==> config.mk <==
export PLATFORM = sky130hd
export DESIGN_NAME = irq_arbiter
export DESIGN_NICKNAME = d
export VERILOG_FILES = /design/src/rtl/irq_arbiter.sv
export SDC_FILE = /design/constraint.sdc
export NUM_CORES = 1
export LEC_CHECK = 0
export BUFFER_PORTS_ARGS = -buffer_cell sky130_fd_sc_hd__buf_2
export CORE_MARGIN = 5
export CORE_UTILIZATION = 30
export CTS_CLUSTER_SIZE = 40
export DETAILED_ROUTE_END_ITERATION = 12
export REMOVE_ABC_BUFFERS = 1
export SETUP_SLACK_MARGIN = 0.5
export SLEW_MARGIN = 20
export SYNTH_ARGS = -nofsm -noshare
export SYNTH_HDL_FRONTEND = slang
export SYNTH_SLANG_ARGS = --single-unit
==> constraint.sdc <==
create_clock -name clk -period 3.6 [get_ports clk]
set_input_delay 0.36 -clock clk [delete_from_list [all_inputs] [get_ports clk]]
set_output_delay 0.36 -clock clk [all_outputs]
set_load 0.1 [all_outputs]
==> src/rtl/irq_arbiter.sv <==
`default_nettype none
// ============================================================================
//  Module   : irq_arbiter
//  Purpose  : Multi-source interrupt arbiter. Edge-detects N_SRC interrupt
//             lines into pending bits, masks them, and presents the
//             lowest-index eligible source to the control FSM over a single
//             irq/iack handshake with a stable vector.
//  Revision : 1.0 - initial release
// ============================================================================
module irq_arbiter #(
    parameter int N_SRC = 8,
    parameter int VEC_W = 3
) (
    input  logic             clk,
    input  logic             rst,
    input  logic [N_SRC-1:0] src_irq,
    input  logic             mask_we,
    input  logic [N_SRC-1:0] mask_wdata,
    input  logic [N_SRC-1:0] pend_clr,
    input  logic             iack,
    output logic             irq,
    output logic [VEC_W-1:0] irq_vec,
    output logic [N_SRC-1:0] pending,
    output logic [N_SRC-1:0] mask_q,
    output logic             busy
);

    typedef enum logic [1:0] {
        S_IDLE = 2'd0,
        S_REQ  = 2'd1,
        S_SVC  = 2'd2
    } state_t;

    localparam logic [N_SRC-1:0] c_MASK_RESET = '1;

    state_t             r_state;
    state_t             w_state_nxt;
    logic               r_irq;
    logic               w_irq_nxt;
    logic [VEC_W-1:0]   r_vec;
    logic [VEC_W-1:0]   w_vec_nxt;
    logic [N_SRC-1:0]   r_src_q;
    logic [N_SRC-1:0]   r_pending;
    logic [N_SRC-1:0]   r_mask;
    logic               r_iack_q;

    logic [N_SRC-1:0]   w_edge;
    logic [N_SRC-1:0]   w_eligible;
    logic [N_SRC-1:0]   w_vec_onehot;
    logic [N_SRC-1:0]   w_svc_clr;
    logic [N_SRC-1:0]   w_pending_nxt;
    logic [VEC_W-1:0]   w_winner;
    logic               w_svc_take;

    // Edge detect, eligibility and the one-hot form of the held vector
    always_comb begin
        w_edge     = src_irq & ~r_src_q;
        w_eligible = r_pending & ~r_mask;
        for (int i = 0; i < N_SRC; i++) begin
            w_vec_onehot[i] = (r_vec == VEC_W'(i));
        end
    end

    // Fixed-priority encoder: lowest eligible index wins
    always_comb begin
        w_winner = '0;
        for (int i = N_SRC - 1; i >= 0; i--) begin
            if (w_eligible[i]) begin
                w_winner = VEC_W'(i);
            end
        end
    end

    // Next-state and registered-output decode for the handshake FSM
    always_comb begin
        w_state_nxt = r_state;
        w_irq_nxt   = r_irq;
        w_vec_nxt   = r_vec;
        w_svc_take  = 1'b0;
        case (r_state)
            S_IDLE: begin
                w_irq_nxt = 1'b0;
                if (|w_eligible) begin
                    w_state_nxt = S_REQ;
                    w_irq_nxt   = 1'b1;
                    w_vec_nxt   = w_winner;
                end
            end
            S_REQ: begin
                // Acknowledge is the rising edge of iack; a stale high level is not an ack
                if (iack && !r_iack_q) begin
                    w_state_nxt = S_SVC;
                    w_irq_nxt   = 1'b0;
                    w_svc_take  = 1'b1;
                end else if (!(|(w_eligible & w_vec_onehot))) begin
                    // Requested source got masked or cleared before ack: withdraw
                    w_state_nxt = S_IDLE;
                    w_irq_nxt   = 1'b0;
                end
            end
            S_SVC: begin
                w_irq_nxt = 1'b0;
                if (!iack) begin
                    w_state_nxt = S_IDLE;
                end
            end
            default: begin
                w_state_nxt = S_IDLE;
                w_irq_nxt   = 1'b0;
            end
        endcase
    end

    // Pending update: a new edge beats any clear on the same bit
    always_comb begin
        w_svc_clr     = w_vec_onehot & {N_SRC{w_svc_take}};
        w_pending_nxt = (r_pending & ~pend_clr & ~w_svc_clr) | w_edge;
    end

    // State, mask, pending and line history registers
    always_ff @(posedge clk) begin
        if (!rst) begin
            r_state   <= S_IDLE;
            r_irq     <= 1'b0;
            r_vec     <= '0;
            r_pending <= '0;
            r_mask    <= c_MASK_RESET;
            r_src_q   <= src_irq;
            r_iack_q  <= 1'b0;
        end else begin
            r_state   <= w_state_nxt;
            r_irq     <= w_irq_nxt;
            r_vec     <= w_vec_nxt;
            r_pending <= w_pending_nxt;
            r_src_q   <= src_irq;
            r_iack_q  <= iack;
            if (mask_we) begin
                r_mask <= mask_wdata;
            end
        end
    end

    assign irq     = r_irq;
    assign irq_vec = r_vec;
    assign pending = r_pending;
    assign mask_q  = r_mask;
    assign busy    = (r_state == S_REQ) || (r_state == S_SVC);

endmodule
`default_nettype wire

==> results of run 1 <==
==> through the flow <==
| stage | std cells | setup slack (ns) | utilization [%] | hold WS (ns) |
|---|---|---|---|---|
| 2_1_floorplan | 141 | 1.30 | - | 0.388 |
| 3_3_place_gp | 241 | 1.91 | 37.9 | 0.477 |
| 3_5_place_dp | 241 | 1.90 | 37.9 | 0.480 |
| 4_1_cts | 248 | 1.82 | 39.9 | 0.189 |
| 5_1_grt | 248 | 1.76 | 39.9 | 0.184 |
| 6_report | 248 | 1.84 | 39.9 | 0.194 |
==> sequential cells by signal, indices dropped and copies added (netlist names) <==
register and cells:
r_state 2, r_iack_q 1, irq 1, mask_q 8, r_src_q 8, irq_vec 3, pending 8
==> layout make-up <==
type | count | area share (%)
multi-input cells | 103 | 40.9
flip-flops and latches | 31 | 35.3
repair buffers | 48 | 13.7
clock buffers | 6 | 4.69
well taps | 52 | 3.70
inverters | 7 | 1.49
clock inverters | 1 | 0.284
==> kinds of logic (layout without fill, tap and decap cells) <==
group	after synthesis	count (layout)	share of synthesized area [%]
buf+inv	11	62	3.51
fa+ha+maj	3	3	2.70
flops	31	31	44.7
compound gates	34	34	18.8
simple gates	56	56	23.1
mux	10	10	7.21
==> per-layer routing <==
metal	global-route usage [%]	part of all wire [%]
met5	0	0
met4	6.08	1.8
met3	3.20	7.4
met2	17.0	43
met1	14.4	48
==> power by group <==
group / switching [W] / total [W] / leakage [nW] / internal, W
registers: 0.0000167 / 0.000381 / 0.257 / 0.000364
clock network: 0.000119 / 0.000269 / 0.0470 / 0.000150
logic: 0.000163 / 0.000219 / 0.482 / 0.0000565
==> how the worst max path moves through the flow <==
stage	startpoint	endpoint	slack [ns]	depth (start not counted)
3_5_place_dp	mask_q[4]	r_state[1]	1.90	6
4_1_cts	r_state[1]	busy	1.82	3
5_1_grt	pending[5]	r_state[1]	1.76	6
6_report	r_state[1]	busy	1.84	3
3_3_place_gp	pending[5]	r_state[1]	1.91	6
2_1_floorplan	mask_q[5]	irq_vec[1]	1.30	4
==> Yosys cell counts, types with 3 or more instances <==
| library cell | count | area (um^2) |
|---|---|---|
| a21boi_0 | 6 | 45.0 |
| o311ai_0 | 3 | 26.3 |
| clkbuf_1 | 3 | 11.3 |
| o21a_1 | 3 | 22.5 |
| ha_1 | 3 | 37.5 |
| mux2i_1 | 10 | 100 |
| inv_1 | 7 | 26.3 |
| nand2b_1 | 12 | 75.1 |
| nor2_1 | 4 | 15.0 |
| nand2_1 | 16 | 60.1 |
| o21ai_0 | 6 | 30.0 |
| a21oi_1 | 4 | 20.0 |
| nor2b_1 | 11 | 68.8 |
| dfxtp_1 | 31 | 621 |
==> key figures, run 1 <==
Status
  – Status: complete, no violations

Pwr
  – Tot Pwr: between 0.0008 and 0.0009 W
  – Worst VDD drop: 0.254 mV
  – Leakage: 0.786 nW
  – Pwr Density: ~500 nW/um^2

Synth
  – Synthesized area: 1390 um^2
  – Flops & latches, synth: 31
  – Synthesized area per cell: between 9 and 10 um^2
  – Most common flop cell mapped by yosys: dfxtp_1
  – Yosys Warn Count: 0
  – Library cells used by synthesis: 37
  – Synthesized netlist cell count: 145
  – FFs w/ async S/R, synth: 0%
  – Number of enable flip-flop cells after synthesis: 0
  – Sequential share of the synthesized area: between 40 and 50%

Clock tree
  – Hold_buf cts: 0
  – Clock Latency Late Sink: ~0.28 ns
  – CTS Buf Count: 5
  – Max clock buf depth: 2
  – TritonCTS Sinks: 31
  – Max H-tree Level: 2
  – CTS Root Cell: clkbuf_8
  – CTS resizes: 0
  – CTS tree: done
  – Post-CTS Setup Repair Bufs: 0
  – Worst-path clk slew: 0.06 ns

Hold path
  – Worst min path class: input pin to flop
  – HP Start: src_irq[0]
  – Worst Hold Depth: 1
  – Worst Hold Path EP: r_src_q[0]

Setup path
  – FF-to-FF path depth: 6
  – WS Path Type: flop to primary output
  – RR Startpoint: pending[5]
  – Slowest CP cell: buf_2
  – Worst endpoint required time: between 3 and 4 ns
  – Cell Chain, Critical Path: inv_1 > ha_1 > buf_2
  – WP data arrival: ~1.4 ns
  – Crit Path Max Fanout: 3
  – R2r endpoint: r_state[1]
  – CP startpoint kind: flop
  – Max incr delay on CP: 0.42 ns
  – CP top delay family: buffers and inverters
  – Worst Path Buf+Inv: 2
  – R2R setup slack: approximately 1.9 ns
  – CP endpoint kind: primary output

Place
  – Input/output buffers: between 40 and 50
  – Dpl hpwl: 2630 um
  – Placed Instance Area: around 1700 um^2
  – Placer congestion estimate: 0.805

Timing
  – Final Setup Violations: 0
  – Final Max Tran Viols: 0
  – Achievable Freq: approximately 570 MHz
  – Final hold vios: 0
  – Clock Skews: 0.00198 ns
  – RSZ-0062 raised after global routing: no
  – Final worst-path cycle share: approximately half
  – Setup TNS Final: 0 ns
  – Worst-margin pin slew: 0.499 ns
  – Final critical-path required period: approximately 1.8 ns
  – Rel. slew slack: 66.9%

Drt
  – Starting DRT DRC Count: 46
  – WL/cell: between 10 and 15 um
  – Drc violations: 0
  – Via density: 4.74
  – Drt first pass iters: 4
  – Via count: 1175
  – Post-DRT Antenna Nets: 0
  – WL final: 3390 um

Global route
  – Global Route Usage Sum: ~11%
  – Largest net degree at the start of global routing: 25
  – Antenna violations before repair: 0
  – Global route overflow: 0
  – Global-route wire length before repair: roughly 5500 um
  – Vias in the first global route: 1203

Die
  – Initial core utilization: between 30% and 40%
  – Die area: around 6000 um^2
  – Die H: around 80 um
  – Die W: ~78 um
  – Core area: about 4400 um^2
  – Ports: 49
  – Core Rows: 24

Final layout
  – Reg area: 621 um^2
  – Commonest non-fill, non-tap cell in the layout: buf_2
  – # nets final: around 230
  – Layout cell share with drive strength beyond 1: 33.7%
  – Multi-input combinational cell area: 719 um^2
  – Layout overhead on the synthesized area: 26.7%
  – Final-layout fill cell count: ~460
  – Post-route cell area: ~1800 um^2
  – Ant diodes: 0
  – Most frequent cells in the layout: 48 x buf_2, 31 x dfxtp_1, 16 x nand2_1

Run
  – Max-capacitance violation count: 0
Power figures use the tool's default switching activity.
==> inputs of run 2 (changes only) <==
clock period = 1.6 ns   (was 3.6 ns; I/O delays follow)
==> run 2 against run 1 <==
  * The run now ends with negative setup slack left
  * First-iteration DRC count fell by 8.7%
  * Setup slack got worse by 1.9 ns
  * Via count rose by 14%
  * Worst hold slack got worse by 0.10 ns
  * Sequential power rose by 130%
  * Routed wire length rose by 22%
  * Clock-buffer cell count rose by 2
  * Critical path depth rose by 3
  * Clock skew rose by 0.0032 ns
  * Cell area rose by 41%
  * Utilization rose by 16 points
  * Die area did not move
  * Critical endpoint is now r_state[1]
==> key figures, run 2 (synthesis results as in run 1) <==
Status
  – Status: finished, violations left
  – Failing checks: negative setup slack

Place
  – Placer congestion estimate: 0.795 (-1.2%)
  – Placement Setup Slack: -0.0887 ns (-1.99 ns)
  – Input/output buffers: 48 (unchanged)
  – Dpl hpwl: 2830 um (+7.4%)
  – Placed Instances: 268 (+11%)

Drt
  – Drc violations: 0 (unchanged)
  – Via density: 4.68 (-1.2%)
  – WL/cell: 14.4 um (+5.5%)
  – Post-DRT Antenna Nets: 0 (unchanged)
  – Starting DRT DRC Count: 42 (-8.7%)
  – Via count: 1339 (+14%)
  – Drt first pass iters: 4 (unchanged)
  – WL final: 4120 um (+22%)

Setup path
  – CP startpoint kind: flop
  – Worst endpoint required time: 1.83 ns (-1.41 ns)
  – WP data arrival: 1.93 ns (+0.53 ns)
  – Crit Path Max Fanout: 3 (unchanged)
  – WS Path Type: flop to flop
  – CP endpoint kind: flop

Timing
  – Final worst-path cycle share: 106%
  – Rel. slew slack: 72.3% (+5.4 points)
  – Final hold vios: 0 (unchanged)
  – Worst-margin pin slew: 0.415 ns (-0.0845 ns)
  – Worst setup margin: -0.102 ns (-1.94 ns)
  – Final Setup Violations: 4 (+4)
  – RSZ-0062 raised after global routing: yes
  – Setup TNS Final: -0.232 ns (-0.232 ns)
  – Clock Skews: 0.00515 ns (+0.00318 ns)
  – Achievable Freq: 587 MHz
  – Final critical-path required period: ~1.7 ns
  – Final Max Tran Viols: 0 (unchanged)

Clock tree
  – Max clock buf depth: 2 (unchanged)
  – Clock Latency Late Sink: 0.29 ns (about the same)
  – CTS tree: done
  – CTS Buf Count: 5 (unchanged)
  – TritonCTS Sinks: 31 (unchanged)
  – Max H-tree Level: 2 (unchanged)
  – Worst-path clk slew: 0.06 ns (about the same)
  – CTS Root Cell: clkbuf_8

Die
  – Core Rows: 24 (unchanged)
  – Initial core utilization: 31.5% (unchanged)
  – Die W: 78.0 um (unchanged)
  – Die area: 6090 um^2 (unchanged)
  – Core area: 4410 um^2 (unchanged)
  – Ports: 49 (unchanged)
  – Die H: 78.0 um (unchanged)

Final layout
  – Ant diodes: 0 (unchanged)
  – # nets final: 264 (+16%)
  – Final instance count without filler cells: 286 (+15%)
  – Layout cell share with drive strength beyond 1: 52.1% (+18 points)
  – Layout overhead on the synthesized area: 78.0%
  – Commonest non-fill, non-tap cell in the layout: buf_2
  – Most frequent cells in the layout: 27 x buf_2, 22 x buf_4, 15 x buf_12
  – Final-layout fill cell count: 381 (-17%)
  – Multi-input combinational cell area: 797 um^2 (+11%)
  – Reg area: 657 um^2 (+5.8%)

Global route
  – Largest net degree at the start of global routing: 25 (unchanged)
  – GRT Max-Usage Layer: met2
  – GR Layer Usage met1: 15.4% (+0.99 points)
  – Global Route Usage Sum: 13.5% (+2.2 points)
  – Met3 Usage GRT: 2.75% (-0.46 points)
  – M2 GR Usage: 22.8% (+5.9 points)
  – Antenna violations before repair: 0 (unchanged)
  – Vias in the first global route: 1347 (+12%)
  – Global route overflow: 0 (unchanged)
  – Global-route wire length before repair: 6380 um (+16%)

Pwr
  – Leakage: 1.08 nW (+37%)
  – Worst VDD drop: 0.550 mV (+120%)
  – Pwr Density: 915 nW/um^2 (+85%)

Hold path
  – Worst min path class: input pin to flop

Run
  – Max-capacitance violation count: 0 (unchanged)
-- run 2: cell count changes in the layout (fill, tap and decap cells not counted), sizes merged --
cell / previous run / this run
clkbuf: 6 / 8
dlygate4sd3: 0 / 8
buf: 48 / 77
clkinv: 1 / 0
-- run 2: worst paths after layout --
path                            cells after the start          start  slack [ns]    endpoint
worst max-delay path                                6     pending[4]       -0.10  r_state[1]
worst min-delay path                                3  mask_wdata[7]        0.09   mask_q[7]
worst max register to register                      6     pending[4]       -0.10  r_state[1]
worst min register to register                      2     r_src_q[1]        0.48  pending[1]
-- run 2: final cells by class --
class                           instances  share of cell area [%]
Sequential cell                        31                    26.6
Clock buffer                            8                    4.05
Inverter                                7                    1.06
Timing Repair Buffer                   85                    33.5
Multi-Input combinational cell        103                    32.2
Tap cell                               52                    2.63
-- run 2: layer usage --
| layer | wire length [um] | vias up |
|---|---|---|
| li1 | - | 674 |
| met1 | 1750 | 628 |
| met2 | 2120 | 30 |
| met3 | 157 | 7 |
| met4 | 101 | 0 |
| met5 | 0 | - |
-- run 2: report_power, final --
part | switching [W] | internal [W] | total [W]
combinational | 0.000418 | 0.000310 | 0.000728
sequential | 0.0000415 | 0.000821 | 0.000862
clock | 0.000279 | 0.000392 | 0.000671
total | 0.000739 | 0.00152 | 0.00226
-- run 2: stage by stage --
| step | power (W) | cell area, um^2 | util (%) | hold WS, ns |
|---|---|---|---|---|
| 2_1_floorplan | 0.00125 | 1370 | - | 0.188 |
| 3_5_place_dp | 0.00144 | 1890 | 42.8 | 0.275 |
| 6_report | 0.00226 | 2470 | 56.0 | 0.0898 |
| 3_3_place_gp | 0.00144 | 1890 | 42.8 | 0.276 |
| 4_1_cts | 0.00224 | 2350 | 53.2 | 0.0816 |
| 5_1_grt | 0.00236 | 2470 | 56.0 | 0.0946 |
-- run 2: critical path: stages, from the launching register on --
cell	delay, ns
dfxtp_2	0.32
nor2b_4	0.13
or4b_4	0.58
o31ai_4	0.23
mux2i_1	0.23
a31oi_1	0.06
nor2b_1	0.10
-- run 2: repair_timing --
item | CTS | global route
gates resized for setup | 78 | 38
hold buffers | 8 | 0
setup endpoints to repair | 35 | 33
hold endpoints to repair | 8 | 0
pin swaps | 1 | 4
setup buffers | 1 | 1
==> inputs of run 3 (changes only) <==
ABC_AREA = 1   (was not set)
==> run 3 against run 2 <==
  * The flow now finishes without violations
  * Routed wire length increased by 3.7%
  * First-iteration DRC count increased by 19%
  * Synthesized cell count rose by 36%
  * Power rose by 6.0%
  * Largest cell class is now multi-input combinational cells
  * Largest power group unchanged
==> key figures, run 3 <==
Synth
  – Yosys Warn Count: 0 (unchanged)
  – Number of enable flip-flop cells after synthesis: 0 (unchanged)
  – Most frequent cells after synthesis: 36 x inv_1, 35 x nand2_1, 31 x dfxtp_1
  – FFs w/ async S/R, synth: 0% (unchanged)
  – Synthesized area: 1430 um^2 (+3.1%)
  – Most numerous cell in the Yosys netlist: inv_1
  – Library cells used by synthesis: 24 (-35%)
  – Leading area contributor after synthesis: dfxtp_1
  – Synth area leaders: dfxtp_1 43%, inv_1 9.4%, nand2_1 9.2%
  – Share of the synthesized area in the top cell type: 43.4% (-1.3 points)
  – Synthesized netlist cell count: 197 (+36%)
  – Flops & latches, synth: 31 (unchanged)
  – Synthesized area per cell: 7.27 um^2 (-24%)
  – Sequential share of the synthesized area: 43.4% (-1.3 points)
  – Most common flop cell mapped by yosys: dfxtp_1

Timing
  – Final Setup Violations: 0 (-4)
  – Worst-margin pin slew: 0.281 ns (-0.134 ns)
  – Achievable Freq: 771 MHz (+31%)
  – Final worst-path cycle share: 81.1% (-25 points)
  – Final hold vios: 0 (unchanged)
  – Final hold slack: 0.0809 ns (-0.00888 ns)
  – Final Max Tran Viols: 0 (unchanged)
  – Final critical-path required period: 1.30 ns (-0.406 ns)
  – Clock Skews: 0.00393 ns (-0.00122 ns)
  – Rel. slew slack: 81.4% (+9.1 points)
  – RSZ-0062 raised after global routing: yes

Pwr
  – Pwr Density: 975 nW/um^2 (+6.6%)
  – Leakage: 1.15 nW (+7.1%)
  – Tot Pwr: 0.00240 W (+6.0%)
  – Worst VDD drop: 0.479 mV (-13%)

Place
  – Input/output buffers: 48 (unchanged)
  – Placed Instances: 297 (+11%)
  – Dpl hpwl: 2900 um (+2.6%)
  – Placer congestion estimate: 0.876 (+10%)

Global route
  – Largest net degree at the start of global routing: 17 (-32%)
  – Global route overflow: 0 (unchanged)
  – Antenna violations before repair: 0 (unchanged)
  – Vias in the first global route: 1553 (+15%)
  – Global-route wire length before repair: 6970 um (+9.3%)
  – Global Route Usage Sum: 14.1% (+0.69 points)

Drt
  – Post-DRT Antenna Nets: 0 (unchanged)
  – WL final: 4270 um (+3.7%)
  – Via density: 4.63 (-1.1%)
  – Via count: 1524 (+14%)
  – WL/cell: 13.0 um (-9.8%)
  – Starting DRT DRC Count: 50 (+19%)
  – Drt first pass iters: 4 (unchanged)
  – Drc violations: 0 (unchanged)

Clock tree
  – TritonCTS Sinks: 31 (unchanged)
  – CTS Root Cell: clkbuf_8
  – CTS tree: done
  – Max clock buf depth: 2 (unchanged)
  – Worst-path clk slew: 0.06 ns (about the same)
  – Max H-tree Level: 2 (unchanged)
  – Clock Latency Late Sink: 0.28 ns (about the same)
  – CTS Buf Count: 5 (unchanged)

Setup path
  – WP data arrival: 1.14 ns (-0.79 ns)
  – Worst endpoint required time: 1.44 ns (-0.39 ns)
  – Slowest CP cell: dfxtp_4
  – CP startpoint kind: flop
  – WS Path Type: flop to primary output
  – CP endpoint kind: primary output
  – Worst Path Buf+Inv: 2 (+2)
  – CP top delay family: flip-flops
  – Cell Chain, Critical Path: inv_2 > ha_4 > buf_12
  – Crit Path Max Fanout: 3 (unchanged)
  – Max incr delay on CP: 0.37 ns (-0.21 ns)

Die
  – Core Rows: 25 (+4.2%)
  – Die area: 6250 um^2 (+2.7%)
  – Die H: 79.1 um (+1.3%)
  – Core area: 4690 um^2 (+6.3%)
  – Ports: 49 (unchanged)
  – Initial core utilization: 30.5% (-0.96 points)
  – Die W: 79.1 um (+1.3%)

Final layout
  – Layout overhead on the synthesized area: 71.7%
  – # nets final: 305 (+16%)
  – Ant diodes: 0 (unchanged)
  – Commonest non-fill, non-tap cell in the layout: inv_1
  – Layout cell share with drive strength beyond 1: 53.1% (+0.95 points)
  – Final instance count without filler cells: 329 (+15%)
  – Most frequent cells in the layout: 29 x inv_1, 27 x buf_2, 24 x nand2_1

Hold path
  – Worst min path class: input pin to flop

Status
  – Status: complete, no violations

Run
  – Max-capacitance violation count: 0 (unchanged)
==> run 3: logic make-up (layout without fill, tap and decap cells) <==
kind of cell,after synthesis,in the layout,share of synthesized area [%]
and+or+nand+nor,73,73,22.6
AOI/OAI and AO/OA,46,46,18.4
buffers and inverters,44,122,13.0
DFF,31,31,43.4
adders and majority gates,3,3,2.62
==> run 3: layer usage <==
metal  vias up  global-route usage (%)  routed length, um
li1        774                       -                  -
met1       705                    15.3               1740
met2        36                    25.4               2260
met3         9                    5.33                214
met4         0                    4.30                 51
met5         -                       0                  0
==> run 3: metrics by stage <==
step	cell area [um^2]	worst slack [ns]	utilization, %	TNS (ns)
2_1_floorplan	1400	-0.342	-	-2.27
3_3_place_gp	1740	0.225	37.0	0
3_5_place_dp	1740	0.155	37.0	0
4_1_cts	2240	0.314	47.7	0
5_1_grt	2460	0.237	52.4	0
6_report	2460	0.303	52.4	0
==> run 3: where the power goes <==
| group | switching, W | total [W] | internal (W) |
|---|---|---|---|
| sequential | 0.0000614 | 0.000894 | 0.000832 |
| clock | 0.000293 | 0.000685 | 0.000392 |
| combinational | 0.000531 | 0.000818 | 0.000287 |
| total | 0.000885 | 0.00240 | 0.00151 |
==> run 3: final timing paths <==
check,to,slack (ns),startpoint,cells past startpoint
setup reg to reg,pending[1],0.31,r_state[1],6
setup / recovery,busy,0.30,r_state[0],3
hold / removal,mask_q[0],0.08,mask_wdata[0],3
hold reg to reg,pending[5],0.48,r_src_q[5],3
==> run 3: worst reg2reg max path: cells and delay by family, from the launching register on <==
kind / cells / cell delay, ns
AO/OA/AOI/OAI: 2 / 0.27
buffers and inverters: 2 / 0.26
AND/OR/NAND/NOR: 1 / 0.16
adder cells (fa/ha/maj): 1 / 0.15
flip-flops: 1 / 0.34
==> run 3: repair_timing <==
item,CTS,global route
hold endpoints to repair,8,0
gates cloned,0,0
resized for setup,84,49
hold buffers,8,0
pin swaps,5,14
setup buffers,9,7
setup endpoints to repair,34,29
==> run 3: area by class of cell <==
class                   instances  area, um^2
inverters                      40         163
flip-flops and latches         31         654
well taps                      54        67.6
fillers                       448        2230
multi-input cells             122         831
repair buffers                 74         642
clock buffers                   8         100
